===== config.mk =====
export PLATFORM = sky130hd
export DESIGN_NAME = nvdla_cvif_csb_adapter_flat
export DESIGN_NICKNAME = d
export VERILOG_FILES = /design/src/rtl/nvdla_cvif_csb_adapter_if.sv /design/src/rtl/nvdla_cvif_csb_adapter.sv /design/src/flat_wrapper.sv
export SDC_FILE = /design/constraint.sdc
export NUM_CORES = 1
export LEC_CHECK = 0
export CORE_UTILIZATION = 43
export DETAILED_ROUTE_END_ITERATION = 6
export PLACE_DENSITY = 0.85
export SYNTH_ARGS = -nofsm -noshare
export SYNTH_HDL_FRONTEND = slang
export SYNTH_SLANG_ARGS = --single-unit

===== constraint.sdc =====
create_clock -name nvdla_core_clk -period 3.05 [get_ports nvdla_core_clk]
set_input_delay 0.305 -clock nvdla_core_clk [delete_from_list [all_inputs] [get_ports nvdla_core_clk]]
set_output_delay 0.305 -clock nvdla_core_clk [all_outputs]
set_load 0.005 [all_outputs]

===== src/rtl/nvdla_cvif_csb_adapter_if.sv =====
// CSB request/response channel between the CSB master and the CVIF register adapter.
interface nvdla_cvif_csb_adapter_if;
  logic        csb2cvif_req_pvld;
  logic        csb2cvif_req_prdy;
  logic [62:0] csb2cvif_req_pd;
  logic        cvif2csb_resp_valid;
  logic        cvif2csb_resp_ready;
  logic [33:0] cvif2csb_resp_pd;

  modport master (
    output csb2cvif_req_pvld, csb2cvif_req_pd, cvif2csb_resp_ready,
    input  csb2cvif_req_prdy, cvif2csb_resp_valid, cvif2csb_resp_pd
  );

  modport slave (
    input  csb2cvif_req_pvld, csb2cvif_req_pd, cvif2csb_resp_ready,
    output csb2cvif_req_prdy, cvif2csb_resp_valid, cvif2csb_resp_pd
  );
endinterface


===== src/rtl/nvdla_cvif_csb_adapter.sv =====
// CSB-to-flat-register adapter for the CVIF window; optional byte-enable
// read-modify-write writes are enabled by defining NVDLA_CVIF_CSB_WRBE_EN.
module nvdla_cvif_csb_adapter #(
  parameter logic [11:0] BLK_ADDR_HI   = 12'h003,
  parameter logic [11:0] BLK_ADDR_MASK = 12'hfff
) (
  input  logic                            nvdla_core_clk,
  input  logic                            nvdla_core_rstn,
  nvdla_cvif_csb_adapter_if.slave         csb,
  output logic [11:0]                     reg_offset,
  output logic [31:0]                     reg_wr_data,
  output logic                            reg_wr_en,
  input  logic [31:0]                     reg_rd_data
);

`ifdef NVDLA_CVIF_CSB_WRBE_EN
  typedef enum logic [1:0] {IDLE, EXEC, RESP, MERGE} state_t;
`else
  typedef enum logic [1:0] {IDLE, EXEC, RESP} state_t;
`endif

  state_t      state, state_nxt;
  logic        cap_write, cap_write_nxt;
  logic        cap_nposted, cap_nposted_nxt;
  logic        cap_hit, cap_hit_nxt;
  logic [3:0]  cap_wrbe, cap_wrbe_nxt;
  logic [11:0] offset_nxt;
  logic [31:0] wr_data_nxt;
  logic        wr_en_nxt;
  logic        resp_valid, resp_valid_nxt;
  logic [33:0] resp_pd, resp_pd_nxt;

  logic [21:0] req_addr;
  logic [31:0] req_wdat;
  logic        req_write;
  logic        req_nposted;
  logic [3:0]  req_wrbe;
  logic        req_hit;
  logic        accept;

  assign req_addr    = csb.csb2cvif_req_pd[21:0];
  assign req_wdat    = csb.csb2cvif_req_pd[53:22];
  assign req_write   = csb.csb2cvif_req_pd[54];
  assign req_nposted = csb.csb2cvif_req_pd[55];
  assign req_wrbe    = csb.csb2cvif_req_pd[60:57];
  assign req_hit     = ((req_addr[21:10] & BLK_ADDR_MASK) == (BLK_ADDR_HI & BLK_ADDR_MASK));

  assign csb.csb2cvif_req_prdy   = (state == IDLE);
  assign csb.cvif2csb_resp_valid = resp_valid;
  assign csb.cvif2csb_resp_pd    = resp_pd;
  assign accept                  = csb.csb2cvif_req_pvld & (state == IDLE);

`ifdef NVDLA_CVIF_CSB_WRBE_EN
  logic [31:0] merged;
  logic        unused_req_bits;
  assign unused_req_bits = ^{csb.csb2cvif_req_pd[62:61], csb.csb2cvif_req_pd[56]};

  // reg_wr_data still holds the request's wdat while in EXEC, so it supplies the new bytes.
  always_comb begin
    merged = '0;
    for (int unsigned i = 0; i < 4; i++) begin
      merged[8*i +: 8] = cap_wrbe[i] ? reg_wr_data[8*i +: 8] : reg_rd_data[8*i +: 8];
    end
  end
`else
  logic unused_req_bits;
  assign unused_req_bits = ^{csb.csb2cvif_req_pd[62:61], csb.csb2cvif_req_pd[56], cap_wrbe};
`endif

  always_comb begin
    state_nxt       = state;
    cap_write_nxt   = cap_write;
    cap_nposted_nxt = cap_nposted;
    cap_hit_nxt     = cap_hit;
    cap_wrbe_nxt    = cap_wrbe;
    offset_nxt      = reg_offset;
    wr_data_nxt     = reg_wr_data;
    wr_en_nxt       = 1'b0;
    resp_valid_nxt  = resp_valid;
    resp_pd_nxt     = resp_pd;

    case (state)
      IDLE: begin
        if (accept) begin
          cap_write_nxt   = req_write;
          cap_nposted_nxt = req_nposted;
          cap_hit_nxt     = req_hit;
          cap_wrbe_nxt    = req_wrbe;
          offset_nxt      = {req_addr[9:0], 2'b00};
          wr_data_nxt     = req_wdat;
`ifdef NVDLA_CVIF_CSB_WRBE_EN
          wr_en_nxt       = req_write & req_hit & (req_wrbe == 4'hf);
`else
          wr_en_nxt       = req_write & req_hit;
`endif
          state_nxt       = EXEC;
        end
      end
      EXEC: begin
        if (!cap_write) begin
          resp_pd_nxt    = {1'b0, ~cap_hit, cap_hit ? reg_rd_data : 32'h0};
          resp_valid_nxt = 1'b1;
          state_nxt      = RESP;
        end
`ifdef NVDLA_CVIF_CSB_WRBE_EN
        else if (cap_hit && (cap_wrbe != 4'hf)) begin
          wr_data_nxt = merged;
          wr_en_nxt   = |cap_wrbe;
          state_nxt   = MERGE;
        end
`endif
        else if (cap_nposted) begin
          resp_pd_nxt    = {1'b1, ~cap_hit, 32'h0};
          resp_valid_nxt = 1'b1;
          state_nxt      = RESP;
        end else begin
          state_nxt = IDLE;
        end
      end
`ifdef NVDLA_CVIF_CSB_WRBE_EN
      MERGE: begin
        if (cap_nposted) begin
          resp_pd_nxt    = {1'b1, 1'b0, 32'h0};
          resp_valid_nxt = 1'b1;
          state_nxt      = RESP;
        end else begin
          state_nxt = IDLE;
        end
      end
`endif
      RESP: begin
        if (csb.cvif2csb_resp_ready) begin
          resp_valid_nxt = 1'b0;
          state_nxt      = IDLE;
        end
      end
      default: state_nxt = IDLE;
    endcase
  end

  always_ff @(posedge nvdla_core_clk or negedge nvdla_core_rstn) begin
    if (!nvdla_core_rstn) begin
      state       <= IDLE;
      cap_write   <= 1'b0;
      cap_nposted <= 1'b0;
      cap_hit     <= 1'b0;
      cap_wrbe    <= '0;
      reg_offset  <= '0;
      reg_wr_data <= '0;
      reg_wr_en   <= 1'b0;
      resp_valid  <= 1'b0;
      resp_pd     <= '0;
    end else begin
      state       <= state_nxt;
      cap_write   <= cap_write_nxt;
      cap_nposted <= cap_nposted_nxt;
      cap_hit     <= cap_hit_nxt;
      cap_wrbe    <= cap_wrbe_nxt;
      reg_offset  <= offset_nxt;
      reg_wr_data <= wr_data_nxt;
      reg_wr_en   <= wr_en_nxt;
      resp_valid  <= resp_valid_nxt;
      resp_pd     <= resp_pd_nxt;
    end
  end

endmodule


===== src/flat_wrapper.sv =====
// flat-port wrapper written by rule: the top's interface ports become plain ports
module nvdla_cvif_csb_adapter_flat 
#(
  parameter logic [11:0] BLK_ADDR_HI   = 12'h003,
  parameter logic [11:0] BLK_ADDR_MASK = 12'hfff
)
  (nvdla_core_clk, nvdla_core_rstn, reg_offset, reg_wr_data, reg_wr_en, reg_rd_data, csb_csb2cvif_req_pvld, csb_csb2cvif_req_pd, csb_cvif2csb_resp_ready, csb_csb2cvif_req_prdy, csb_cvif2csb_resp_valid, csb_cvif2csb_resp_pd);
  nvdla_cvif_csb_adapter_if csb_i ();
  input  logic nvdla_core_clk;
  input  logic nvdla_core_rstn;
  output logic [11:0] reg_offset;
  output logic [31:0] reg_wr_data;
  output logic reg_wr_en;
  input  logic [31:0] reg_rd_data;
  input wire logic [$bits(csb_i.csb2cvif_req_pvld)-1:0] csb_csb2cvif_req_pvld;
  input wire logic [$bits(csb_i.csb2cvif_req_pd)-1:0] csb_csb2cvif_req_pd;
  input wire logic [$bits(csb_i.cvif2csb_resp_ready)-1:0] csb_cvif2csb_resp_ready;
  output wire logic [$bits(csb_i.csb2cvif_req_prdy)-1:0] csb_csb2cvif_req_prdy;
  output wire logic [$bits(csb_i.cvif2csb_resp_valid)-1:0] csb_cvif2csb_resp_valid;
  output wire logic [$bits(csb_i.cvif2csb_resp_pd)-1:0] csb_cvif2csb_resp_pd;
  assign csb_i.csb2cvif_req_pvld = csb_csb2cvif_req_pvld;
  assign csb_i.csb2cvif_req_pd = csb_csb2cvif_req_pd;
  assign csb_i.cvif2csb_resp_ready = csb_cvif2csb_resp_ready;
  assign csb_csb2cvif_req_prdy = csb_i.csb2cvif_req_prdy;
  assign csb_cvif2csb_resp_valid = csb_i.cvif2csb_resp_valid;
  assign csb_cvif2csb_resp_pd = csb_i.cvif2csb_resp_pd;
  nvdla_cvif_csb_adapter #(.BLK_ADDR_HI(BLK_ADDR_HI), .BLK_ADDR_MASK(BLK_ADDR_MASK)) u_core (.nvdla_core_clk(nvdla_core_clk), .nvdla_core_rstn(nvdla_core_rstn), .csb(csb_i), .reg_offset(reg_offset), .reg_wr_data(reg_wr_data), .reg_wr_en(reg_wr_en), .reg_rd_data(reg_rd_data));
endmodule

* Word level (Yosys, flattened, before mapping)
Index checks and enable logic that the tools add are counted.
** Storage, ports and cells
- Input bits :: 99
- Bits in registers :: 83
- Logic and storage cells :: 39
- Output and inout bits :: 81
** Operators by class
- Reduce and logical (&&, ||, !) cells :: 6
- Mux-type cells :: 14
- Bitwise operators :: 3
- Eq/ne operators :: 7
** Operator list (count)
- $mux W34 :: 2
- $mux W32 :: 1
- $eq A12 B2 Y1 const B :: 1
- $mux W2 :: 4
- $pmux W2 S3 :: 1
- $reduce_and A2 Y1 :: 3
- $mux W1 :: 5
- $ne A2 B2 Y1 const B :: 2
- $ne A3 B3 Y1 const B :: 1
- $reduce_and A3 Y1 :: 1
- $and A1 B1 Y1 :: 2
- $eq A2 B1 Y1 const B :: 1
- $eq A2 B2 Y1 const B :: 1
- $logic_not A2 Y1 :: 1
- $ne A2 B1 Y1 const B :: 1
- $pmux W1 S2 :: 1
- $reduce_bool A2 Y1 :: 1
- $not A1 Y1 :: 1

* Logic depth before layout (Yosys ltp)
- Depth after elaboration :: 4
- Gate-level depth with buffers :: 7
- Gate-level depth less buffers :: 5

* Worst setup path before layout
No wires, ideal clock.
- Path kind :: reg-to-reg
- Start :: register u_core.state[0]
- End :: register u_core.state[0]
- Buffers on the path :: 0
- Setup slack :: 1.627 ns
- Data required time :: 2.925 ns
- Stages on the path, launching flop included :: 6
- Library setup time :: 0.125 ns
- Period minus slack after synthesis :: 1.423 ns
- Data arrival time :: 1.298 ns
- Cell sequence :: dfrtp_1 -> inv_1 -> ha_1 -> inv_1 -> o22ai_1 -> mux2_2
** Between the ends
- Word-level cells in the longest chain between the ends :: 4
- Elaborated cells on any way between the ends :: 8
- Classes of those cells :: eq/ne: 4; mux: 1; bitwise: 1; reduce/logical: 2
** Ends and longest elaborated chain
- start, declared :: line nvdla_cvif_csb_adapter.sv:22 : state_t state, state_nxt;
- start signal, assigned :: line nvdla_cvif_csb_adapter.sv:154 : state <= state_nxt;
- $logic_not A2 Y1 *
- named net csb_csb2cvif_req_prdy :: line flat_wrapper.sv:18 : output wire logic [$bits(csb_i.csb2cvif_req_prdy)-1:0] csb_csb2cvif_req_prdy;
- $and A1 B1 Y1 :: line nvdla_cvif_csb_adapter.sv:51 : assign accept = csb.csb2cvif_req_pvld & (state == IDLE);
- $ne A2 B1 Y1 (no line)
- $reduce_and A2 Y1 (no line)
The timed path passes the listed nets; every way through them passes the cells marked *.
A chain may end at the register's enable or synchronous reset.

* Worst setup path in the final report
- Start :: register u_core.state[1]
- End :: output csb_csb2cvif_req_prdy
** Between the ends
- Word-level cells in the longest chain between the ends :: 1
** Ends and longest elaborated chain
- $logic_not A2 Y1 :: line nvdla_cvif_csb_adapter.sv:48 : assign csb.csb2cvif_req_prdy = (state == IDLE);
- end, declared :: line flat_wrapper.sv:18
Every way passes these cells.

==> results by group <==
Outcome
  • Status: finished, final reports clean

Placement
  • Buffers added on ports: 170
  • Placed Instances: 496
  • Final HPWL DP: 5670 um
  • Final GP Congestion: 0.707
  • Post-DP Area: 5290 um^2

Timing
  • Hold Vio Cnt, Final: 0
  • Max-slew violation count: 0
  • Tightest Pin Transition: 1.03 ns
  • RSZ-0062 raised after global routing: false
  • Fin Clk Skew: 0.0118 ns
  • Final setup TNS: 0 ns
  • Normalized max-slew margin: 0.311
  • Period utilization: 0.642
  • Min Tclk post-route: 1.96 ns
  • Fmax: 511 MHz
  • # setup viols final: 0

Clock tree
  • Reg clk slew, reported paths: 0.08 ns
  • Max Root-Sink Buffers: 2
  • Gates resized, CTS repair: 0
  • Worst-Skew Late Latency: 0.34 ns
  • CTS Buf Count: 9
  • CTS Sinks: 83
  • CTS H-Tree Depth: 3
  • Hold-fix buffers, CTS: 0
  • Post-CTS Repair Setup Buffers: 0
  • Clk root buf: clkbuf_8
  • CTS tree: yes

Floorplanning
  • Initial Utilization: 0.453
  • Die ar.: 8680 um^2
  • Num rows: 32
  • Core Footprint: 7890 um^2
  • Die width: 93.2 um
  • Top Ports: 180
  • Die Y: 93.2 um

Yosys
  • Post-synth ARST share: 1.00
  • Total number of yosys warnings: 0
  • Post-synthesis register bit count: 83
  • Post-Synthesis Cells: 241
  • Mapped Area: 3580 um^2
  • Main synth FF type: dfrtp_1
  • Post-synthesis sequential area ratio: 0.581
  • Synth cell types: 29
  • Top cells by area, synth: dfrtp_1 (58%), mux2_4 (16%), and4_1 (7.8%)
  • Top cell type's share of synthesized area: 0.581
  • Yosys top cell by area: dfrtp_1
  • EDFF count, synth: 0
  • Top post-synthesis cells by count: dfrtp_1 (83), mux2_4 (37), a21o_1 (32), and4_1 (32), clkbuf_1 (8)
  • Most common cell in the synthesized netlist: dfrtp_1
  • Avg Cell Area, Syn: 14.8 um^2

Setup path
  • Flop2flop setup slack: 1.18 ns
  • Critical path peak fanout: 4
  • CP max stage delay: 0.54 ns
  • Critical Path, Cell by Cell: inv_1 -> ha_1 -> clkdlybuf4s50_1
  • Worst Path Required: 2.74 ns
  • Worst EP arrival: 1.65 ns
  • Critical path's slowest cell: clkdlybuf4s50_1
  • Critical Path Sink Type: output port
  • CP Launch Type: register
  • WS Path Type: register to output port

Min path
  • HP Class: input pin to async pin

Run
  • Max_cap viols: 0

Global route
  • Largest net degree at the start of global routing: 84
  • Gr usage total: 0.192
  • Vias in the first global route: 2810
  • GRT overflow: 0
  • First-pass GRT wire length: 13200 um
  • Antenna violations before repair: 0

Layout
  • Layout Nets: 508
  • Share of layout cells above drive strength 1: 0.161
  • Fin util: 0.697
  • Filler Cells Inserted: 557
  • Area grow syn2layout: 53.8%
  • # diodes: 0
  • Final instance area: 5500 um^2
  • Final cell count without fillers: 512

Routing
  • Metal3 WL: 547 um
  • Drt drc: 0
  • DR pass1 iterations: 4
  • Met2 WL: 3870 um
  • DR iter-0 viols: 74
  • Vias: 2609
  • Met1 wire length: 3430 um
  • Final ANT Viol Nets: 0
  • Vias per inst: 5.10
  • DR top layer: met4
  • Routed len/inst: 15.7 um
  • Post-Route WL: 8040 um

Power
  • P per Cell Area: 768 nW/um^2
  • Static leakage: 2.76 nW
  • Worst IR drop on VDD: 613 uV
[worst max-delay path: cells and delay by family, from the launching register on]
kind       cells  cell delay [ns]
buf+inv        2             0.67
fa+ha+maj      1             0.27
flops          1             0.38
[layout make-up]
| type | count | area (um^2) | share of cell area |
|---|---|---|---|
| timing repair buffer | 171 | 1710 | 0.310 |
| inverter | 6 | 22.5 | 0.00409 |
| clock inverter | 6 | 80.1 | 0.0146 |
| clock buffer | 10 | 128 | 0.0232 |
| sequential | 83 | 2080 | 0.378 |
| multi-input combinational | 134 | 1360 | 0.247 |
| tap | 102 | 128 | 0.0232 |
[where the power goes]
part | internal, mW | total [mW] | switching [mW] | leakage [nW]
Clock | 0.456 | 0.822 | 0.366 | 0.110
Combinational | 1.14 | 1.79 | 0.645 | 1.60
Sequential | 1.43 | 1.62 | 0.189 | 1.05
[cells by family after synthesis]
family	synth area share
flip-flops	0.581
buffers and inverters	0.0399
multiplexers	0.183
adder cells (fa/ha/maj)	0.0140
AND/OR/NAND/NOR	0.0987
AO/OA/AOI/OAI	0.0826
other	0.00105
[worst paths after layout]
path,from,endpoint,depth (start not counted)
hold reg to reg,u_core.csb.cvif2csb_resp_pd[3]$_DFFE_PN0P_,u_core.csb.cvif2csb_resp_pd[3]$_DFFE_PN0P_,1
setup reg to reg,u_core.state[0]$_DFFE_PN0P_,u_core.reg_offset[3]$_DFFE_PN0P_,4
hold / removal,nvdla_core_rstn,u_core.csb.cvif2csb_resp_pd[17]$_DFFE_PN0P_,1
max in group asynchronous,nvdla_core_rstn,u_core.reg_wr_data[30]$_DFFE_PN0P_,1
setup / recovery,u_core.state[1]$_DFFE_PN0P_,csb_csb2cvif_req_prdy,3
min in group nvdla_core_clk,u_core.csb.cvif2csb_resp_pd[3]$_DFFE_PN0P_,u_core.csb.cvif2csb_resp_pd[3]$_DFFE_PN0P_,1
[state kept, by name, indices dropped and copies added (netlist names)]
register                        flops
u_core.csb.cvif2csb_resp_pd        34
u_core.reg_wr_data                 32
u_core.reg_offset                  10
u_core.state                        2
u_core.cap_hit                      1
u_core.cap_nposted                  1
u_core.cap_write                    1
u_core.csb.cvif2csb_resp_valid      1
u_core.reg_wr_en                    1
[stage by stage]
stage               total power, mW  hold WS (ns)  setup slack, ns
detailed placement             3.44         0.464             1.06
CTS                            4.28         0.169             1.07
global route                   4.47         0.223             1.01
global placement               3.38         0.457             1.08
finish                         4.22         0.114             1.09
floorplan                      2.55       0.00941             1.63
[layer usage]
layer  track usage  vias up
li1              -     1199
met1         0.238     1282
met2         0.316      111
met3        0.0528       17
met4        0.0821        0
met5             0        -
[cells in the final DEF (no fill, tap or decap), types with 3 or more instances in the layout]
cell type / Yosys / final
inv_1: 5 / 5
clkbuf_8: 0 / 9
dfrtp_1: 83 / 83
clkinv_2: 0 / 4
clkdlybuf4s50_1: 0 / 169
nand2_1: 3 / 3
ha_1: 4 / 4
mux2_4: 37 / 37
and4_1: 32 / 32
mux2_2: 7 / 7
a21o_1: 32 / 32
Power figures use the tool's default switching activity.
